===== src/rtl/mem_arbiter.sv =====
// mem_arbiter: grants the single-port RAM to dcache (priority) or icache.
// The grant is the registered FSM state; an age counter lets icache win once
// it has lost STARVE_MAX consecutive grant decisions to dcache.
module mem_arbiter #(
  parameter int unsigned STARVE_MAX = 4
) (
  input  logic        CLK,
  input  logic        nRST,
  input  logic        iREN,
  input  logic [31:0] iaddr,
  output logic        iwait,
  output logic [31:0] iload,
  input  logic        dREN,
  input  logic        dWEN,
  input  logic [31:0] daddr,
  input  logic [31:0] dstore,
  output logic        dwait,
  output logic [31:0] dload,
  output logic        ramREN,
  output logic        ramWEN,
  output logic [31:0] ramaddr,
  output logic [31:0] ramstore,
  input  logic [31:0] ramload,
  input  logic [1:0]  ramstate,
  output logic [7:0]  err_cnt
);
  localparam int unsigned AGE_W = (STARVE_MAX < 2) ? 1 : $clog2(STARVE_MAX + 1);
  localparam logic [AGE_W-1:0] AGE_MAX = AGE_W'(STARVE_MAX);
  localparam logic [1:0] RS_ACCESS = 2'd2;
  localparam logic [1:0] RS_ERROR  = 2'd3;

  typedef enum logic [1:0] {IDLE, DSERV, ISERV} state_t;

  state_t           state_q, state_d;
  logic [AGE_W-1:0] age_q, age_d;
  logic [7:0]       err_q, err_d;
  logic             dreq, starve;

  assign dreq    = dREN | dWEN;
  assign starve  = (age_q >= AGE_MAX);
  assign err_cnt = err_q;

  // State, age and error counter registers; async reset clears the grant so
  // the RAM strobes (decoded from state) drop immediately.
  always_ff @(posedge CLK or negedge nRST) begin
    if (!nRST) begin
      state_q <= IDLE;
      age_q   <= '0;
      err_q   <= '0;
    end else begin
      state_q <= state_d;
      age_q   <= age_d;
      err_q   <= err_d;
    end
  end

  // Arbitration, RAM muxing and response decode. A dropped request aborts the
  // serve silently: strobes fall this cycle, no wait pulse, no counter change.
  always_comb begin
    state_d  = state_q;
    age_d    = age_q;
    err_d    = err_q;
    ramREN   = 1'b0;
    ramWEN   = 1'b0;
    ramaddr  = '0;
    ramstore = '0;
    iwait    = 1'b1;
    dwait    = 1'b1;
    iload    = '0;
    dload    = '0;
    case (state_q)
      IDLE: begin
        if (dreq && !(iREN && starve)) begin
          state_d = DSERV;
          if (iREN && !starve) age_d = age_q + 1'b1;
        end else if (iREN) begin
          state_d = ISERV;
          age_d   = '0;
        end
      end
      DSERV: begin
        if (!dreq) begin
          state_d = IDLE;
        end else begin
          ramaddr  = daddr;
          ramstore = dstore;
          ramWEN   = dWEN;
          ramREN   = dREN & ~dWEN;
          if (ramstate == RS_ACCESS) begin
            dwait   = 1'b0;
            dload   = ramload;
            state_d = IDLE;
          end else if (ramstate == RS_ERROR) begin
            if (err_q != 8'hFF) err_d = err_q + 8'd1;
            state_d = IDLE;
          end
        end
      end
      ISERV: begin
        if (!iREN) begin
          state_d = IDLE;
        end else begin
          ramaddr = iaddr;
          ramREN  = 1'b1;
          if (ramstate == RS_ACCESS) begin
            iwait   = 1'b0;
            iload   = ramload;
            state_d = IDLE;
          end else if (ramstate == RS_ERROR) begin
            if (err_q != 8'hFF) err_d = err_q + 8'd1;
            state_d = IDLE;
          end
        end
      end
      default: state_d = IDLE;
    endcase
  end
endmodule


===== config.mk =====
export PLATFORM = sky130hd
export DESIGN_NAME = mem_arbiter
export DESIGN_NICKNAME = d
export VERILOG_FILES = /design/src/rtl/mem_arbiter.sv
export SDC_FILE = /design/constraint.sdc
export NUM_CORES = 1
export LEC_CHECK = 0
export CAP_MARGIN = 40
export CELL_PAD_IN_SITES_DETAIL_PLACEMENT = 0
export CELL_PAD_IN_SITES_GLOBAL_PLACEMENT = 2
export CORE_MARGIN = 1
export CORE_UTILIZATION = 11
export DETAILED_ROUTE_END_ITERATION = 6
export PLACE_DENSITY = 0.94
export SYNTH_ARGS = -nofsm -noshare
export SYNTH_HDL_FRONTEND = slang
export SYNTH_SLANG_ARGS = --single-unit

===== constraint.sdc =====
create_clock -name CLK -period 2.9 [get_ports CLK]
set_input_delay 0.87 -clock CLK [delete_from_list [all_inputs] [get_ports CLK]]
set_output_delay 0.87 -clock CLK [all_outputs]
set_load 0.05 [all_outputs]

Word-level counts from Yosys, hierarchy flattened
Index checks and enable logic that the tools add are counted.
{ "word_totals": {"ff_bits": 13, "input_bits": 135, "wordCells": 64, "output_inout_bits": 140} }
{ "classes": {"eq_ne": 9, "addsub": 2, "n_bitwise": 3, "mux": 36, "n_reduce_logical": 10, "n_lt_le_gt_ge": 1} }
{ "op_table": {"columns": ["cell", "count"], "rows": [
  ["$mux W32", 9],
  ["$pmux W32 S2", 1],
  ["$mux W8", 5],
  ["$pmux W8 S2", 1],
  ["$mux W2", 6],
  ["$mux W1", 9],
  ["$mux W3", 3],
  ["$add A8 B1 Y8 const B", 1],
  ["$ne A8 B8 Y1 const B", 1],
  ["$eq A2 B2 Y1 const B", 3],
  ["$pmux W2 S3", 1],
  ["$reduce_and A3 Y1", 2],
  ["$ne A2 B2 Y1 const B", 2],
  ["$reduce_bool A2 Y1", 2],
  ["$add A3 B1 Y3 const B", 1],
  ["$ge A3 B3 Y1 const B", 1],
  ["$logic_and A1 B1 Y1", 3],
  ["$ne A3 B3 Y1 const B", 1],
  ["$eq A2 B1 Y1 const B", 1],
  ["$logic_not A1 Y1", 2],
  ["$logic_not A2 Y1", 1],
  ["$ne A2 B1 Y1 const B", 1],
  ["$pmux W1 S2", 1],
  ["$and A1 B1 Y1", 1],
  ["other kinds (2)", 2]
]} }

Depth between registers and ports, before layout
{ "depth": {"depth_word": 6, "depth_mapped": 7, "depth_no_buf": 6} }

Worst setup path before layout
Ideal clock, no wire load.
{ "synth_path": {"path_kind": "input to output", "from": "input port dWEN", "to": "output port ramaddr[0]", "arrival_time_ns": 2.139, "stages": 5, "t_required_ns": 2.030, "path_slack_ns": -0.109, "path_buffers": 2, "cell_sequence": "o21a_1 > buf_2 > buf_2 > a22oi_1 > nor2b_1"} }
{ "synth_via": {"elab_chain_len": 3} }
{ "synth_rtl": {"columns": ["item", "line", "source"], "rows": [
  ["from (decl)", "14", "input logic dWEN,"],
  ["$or A1 B1 Y1", "39", "assign dreq = dREN | dWEN;"],
  ["$mux W32", "82", "if (!dreq) begin"],
  ["$pmux W32 S2", "71", "case (state_q)"],
  ["to (decl)", "21", "output logic [31:0] ramaddr,"]
]} }
Every way passes these cells.

Final worst setup path
{ "layout_path": {"from": "input port dREN", "to": "output port dload[2]"} }
{ "layout_via": {"elab_chain_len": 3} }
{ "layout_rtl": {"columns": ["item", "line", "source"], "rows": [
  ["from (decl)", "13", "input logic dREN,"],
  ["$or A1 B1 Y1", "39", null],
  ["$mux W32", "82", null],
  ["$mux W32", "71", null],
  ["to (decl)", "18", "output logic [31:0] dload,"]
]} }
Every way passes these cells.

==> flow_summary.toml <==
[route]
wire_per_inst_um = 17.7
routed_via_density = 4.05
drtIter0Drc = 41
postRouteAntennaNets = 0
drcViolationCount = 0
drt_wl_total_um = 13600
vias = 3118
drt-pass1-iter-count = 4

[cells_and_area]
register_area_um2 = 327
areaGrowthSynthToFinish_pct = 281
stdcell_area_um2 = 7220
finalNetCount = 691
n_antenna_cell = 0
fill_cells = 1528
multiInputGateArea_um2 = 1870
drive_gt1_share_pct = 57.0

[pwr]
p_clk_share_pct = 6.0
p_switching_w = 0.00203
leakagePower_nw = 2.84
p_sw_share_pct = 46.9
internal_power_w = 0.00230
combPwrFrac_pct = 86.9
pwr_density_cell_nw_per_um2 = 600
peakVddDrop_v = 0.000446
seq_power_share_pct = 7.0

[worst_setup_path]
crit_type = "input pin to output pin"
cp_data_required_time_ps = 2030
critPathArrivalTime_ps = 2040
endpoint_kind = "output pin"
startpoint_type = "input pin"
path_max_fanout = 8

[yosys]
yosys-top-cells-count = "and2_1 (98), nor2b_1 (33), a22oi_1 (32)"
syn_area_um2 = 1890
avgSynthCellArea_um2 = 7.31
ys.flop_type = "dfrtp_1"
synth-seq-area-share_pct = 17.2
synth_edf_count = 0
synth_top_area_share_pct = 32.4
synth_async_sr_flop_share_pct = 100
synth.most_common_cell = "and2_1"
syn-num-nets = 400
synth_cell_type_count = 33
syn_inst = 259
yosysWarnings = 0
yosys-top-cells-area = "and2_1 (32%), dfrtp_1 (17%), a22oi_1 (13%)"
synth_seq_cells = 13
yosysTopAreaCell = "and2_1"

[timing]
min_period_ps = 2910
slew_headroom_pct = 60.0
slew_violations = 0
final.setup_skew_ps = 3.94
rsz0062_at_grt = "yes"
worst_slack_ps = -8.11
tightest_slew_ps = 598
period_share_pct = 100
hold_ws_ps = 506
finalSetupViolCount = 3
hold_violations = 0
fmax_ghz = 0.344
fin_setup_tns_ps = -12.3

[global_route]
gr-total-overflow = 0
grt_max_degree = 34
grt_usage_pct = 13.8
antenna_found_initial = 0
grt_pass1_wl_um = 19000
grt_pass1_vias = 3434

[clock_network]
clk_latency_ps = 240
cts_hold_buf = 0
clk_pin_slew_worst_paths_ps = 50
cts_htree_levels = 1
cts_root_buf = "clkbuf_16"
clk_path_buf_depth = 2
cts_buffers = 3
cts_tree = "built"
clkSinkCount = 13

[floorplanning]
start_util_pct = 11.3
die_h_um = 133
fp.dieW_um = 133
dieArea_um2 = 17800
boundaryPins = 275
core-area_um2 = 16700
rows = 47

[place]
dpl.hpwl_um = 9390
pre_cts_ws_ps = -288
placed_area_um2 = 6350
gp_congestion = 0.872
place.port_buffers = 274

[outcome]
violations = "negative setup slack"
status = "complete, but fails checks"

[min_path]
hp-class = "register to register"

[flow_run]
drv_cap = 0
[cells by family after synthesis]
logic type | count (synthesis) | share of synthesized area (%)
AO/OA/AOI/OAI | 48 | 18.5
flip-flops | 13 | 17.2
buffers and inverters | 26 | 5.81
adder cells (fa/ha/maj) | 6 | 3.96
AND/OR/NAND/NOR | 161 | 52.0
multiplexers | 2 | 1.19
XOR/XNOR | 3 | 1.39
[worst max-delay path: stages]
cell and delay (ps):
buf_6 90, o21a_4 200, and3b_2 270, buf_12 150, buf_16 130, and2_4 160, buf_12 140
[per-stage QoR]
step / cells / power [W] / util, %
3_3_place_gp: 746 / 0.00360 / 38.1
3_5_place_dp: 746 / 0.00364 / 38.1
6_report: 769 / 0.00433 / 43.2
2_1_floorplan: 259 / 0.00199 / -
5_1_grt: 769 / 0.00452 / 43.2
4_1_cts: 767 / 0.00432 / 42.6
[path summary, 6_finish.rpt]
check / start / to / slack (ps) / depth (start not counted)
setup / recovery: dREN / dload[2] / -8 / 7
hold / removal: age_q[2] / age_q[2] / 510 / 2
setup reg to reg: state_q[1] / err_cnt[1] / 790 / 7
hold reg to reg: age_q[2] / age_q[2] / 510 / 2
max in group asynchronous: nRST / state_q[0] / 1470 / 1
min in group asynchronous: nRST / age_q[2] / 1010 / 1
[power groups by stage]
stage	sequential [W]	combinational, W	clock, W
after floorplan	0.000391	0.00160	0
after global placement	0.000294	0.00331	0
after detailed placement	0.000300	0.00334	0
after CTS	0.000299	0.00376	0.000263
after global routing	0.000314	0.00393	0.000274
final	0.000305	0.00377	0.000261
[repair_timing]
item                                   CTS  global route
endpoints found under the hold margin    0             0
buffers inserted                         9             0
resized for setup                      129            14
gates cloned                             9             5
pin swaps                               23             1
setup endpoints to repair              131            72
[metal layers]
metal	up-vias	wire, um	global-route usage [%]
met4	0	166	2.27
met3	13	1060	3.23
met2	192	7400	28.2
li1	1454	-	-
met5	-	0	0
met1	1459	4980	14.1
[state kept, by name (all words and copies together) (netlist names)]
| name | cells |
|---|---|
| age_q | 3 |
| err_cnt | 8 |
| state_q | 2 |
[placed cells by master (no fill, tap or decap), types with 2 or more instances in the layout]
cell / count
and2_1: 23
a31oi_1: 3
nor2b_1: 2
bufbuf_16: 2
a21oi_1: 4
nor2b_2: 31
buf_4: 9
ha_1: 5
clkbuf_16: 8
buf_16: 7
nor2_1: 8
nand2_1: 10
dfrtp_1: 12
a22oi_1: 7
and2_4: 75
inv_1: 6
nor2_2: 2
a22oi_2: 25
clkdlybuf4s50_1: 137
buf_6: 7
xor2_1: 2
nand3_1: 2
buf_12: 136
and3b_2: 2
[cell type report]
cell class | instances | area share (%)
multi-input combinational | 220 | 25.9
clock buffer | 4 | 1.09
tap | 220 | 3.81
sequential | 13 | 4.52
inverter | 6 | 0.312
timing repair buffer | 306 | 64.3
(Power assumes the default switching activity.)
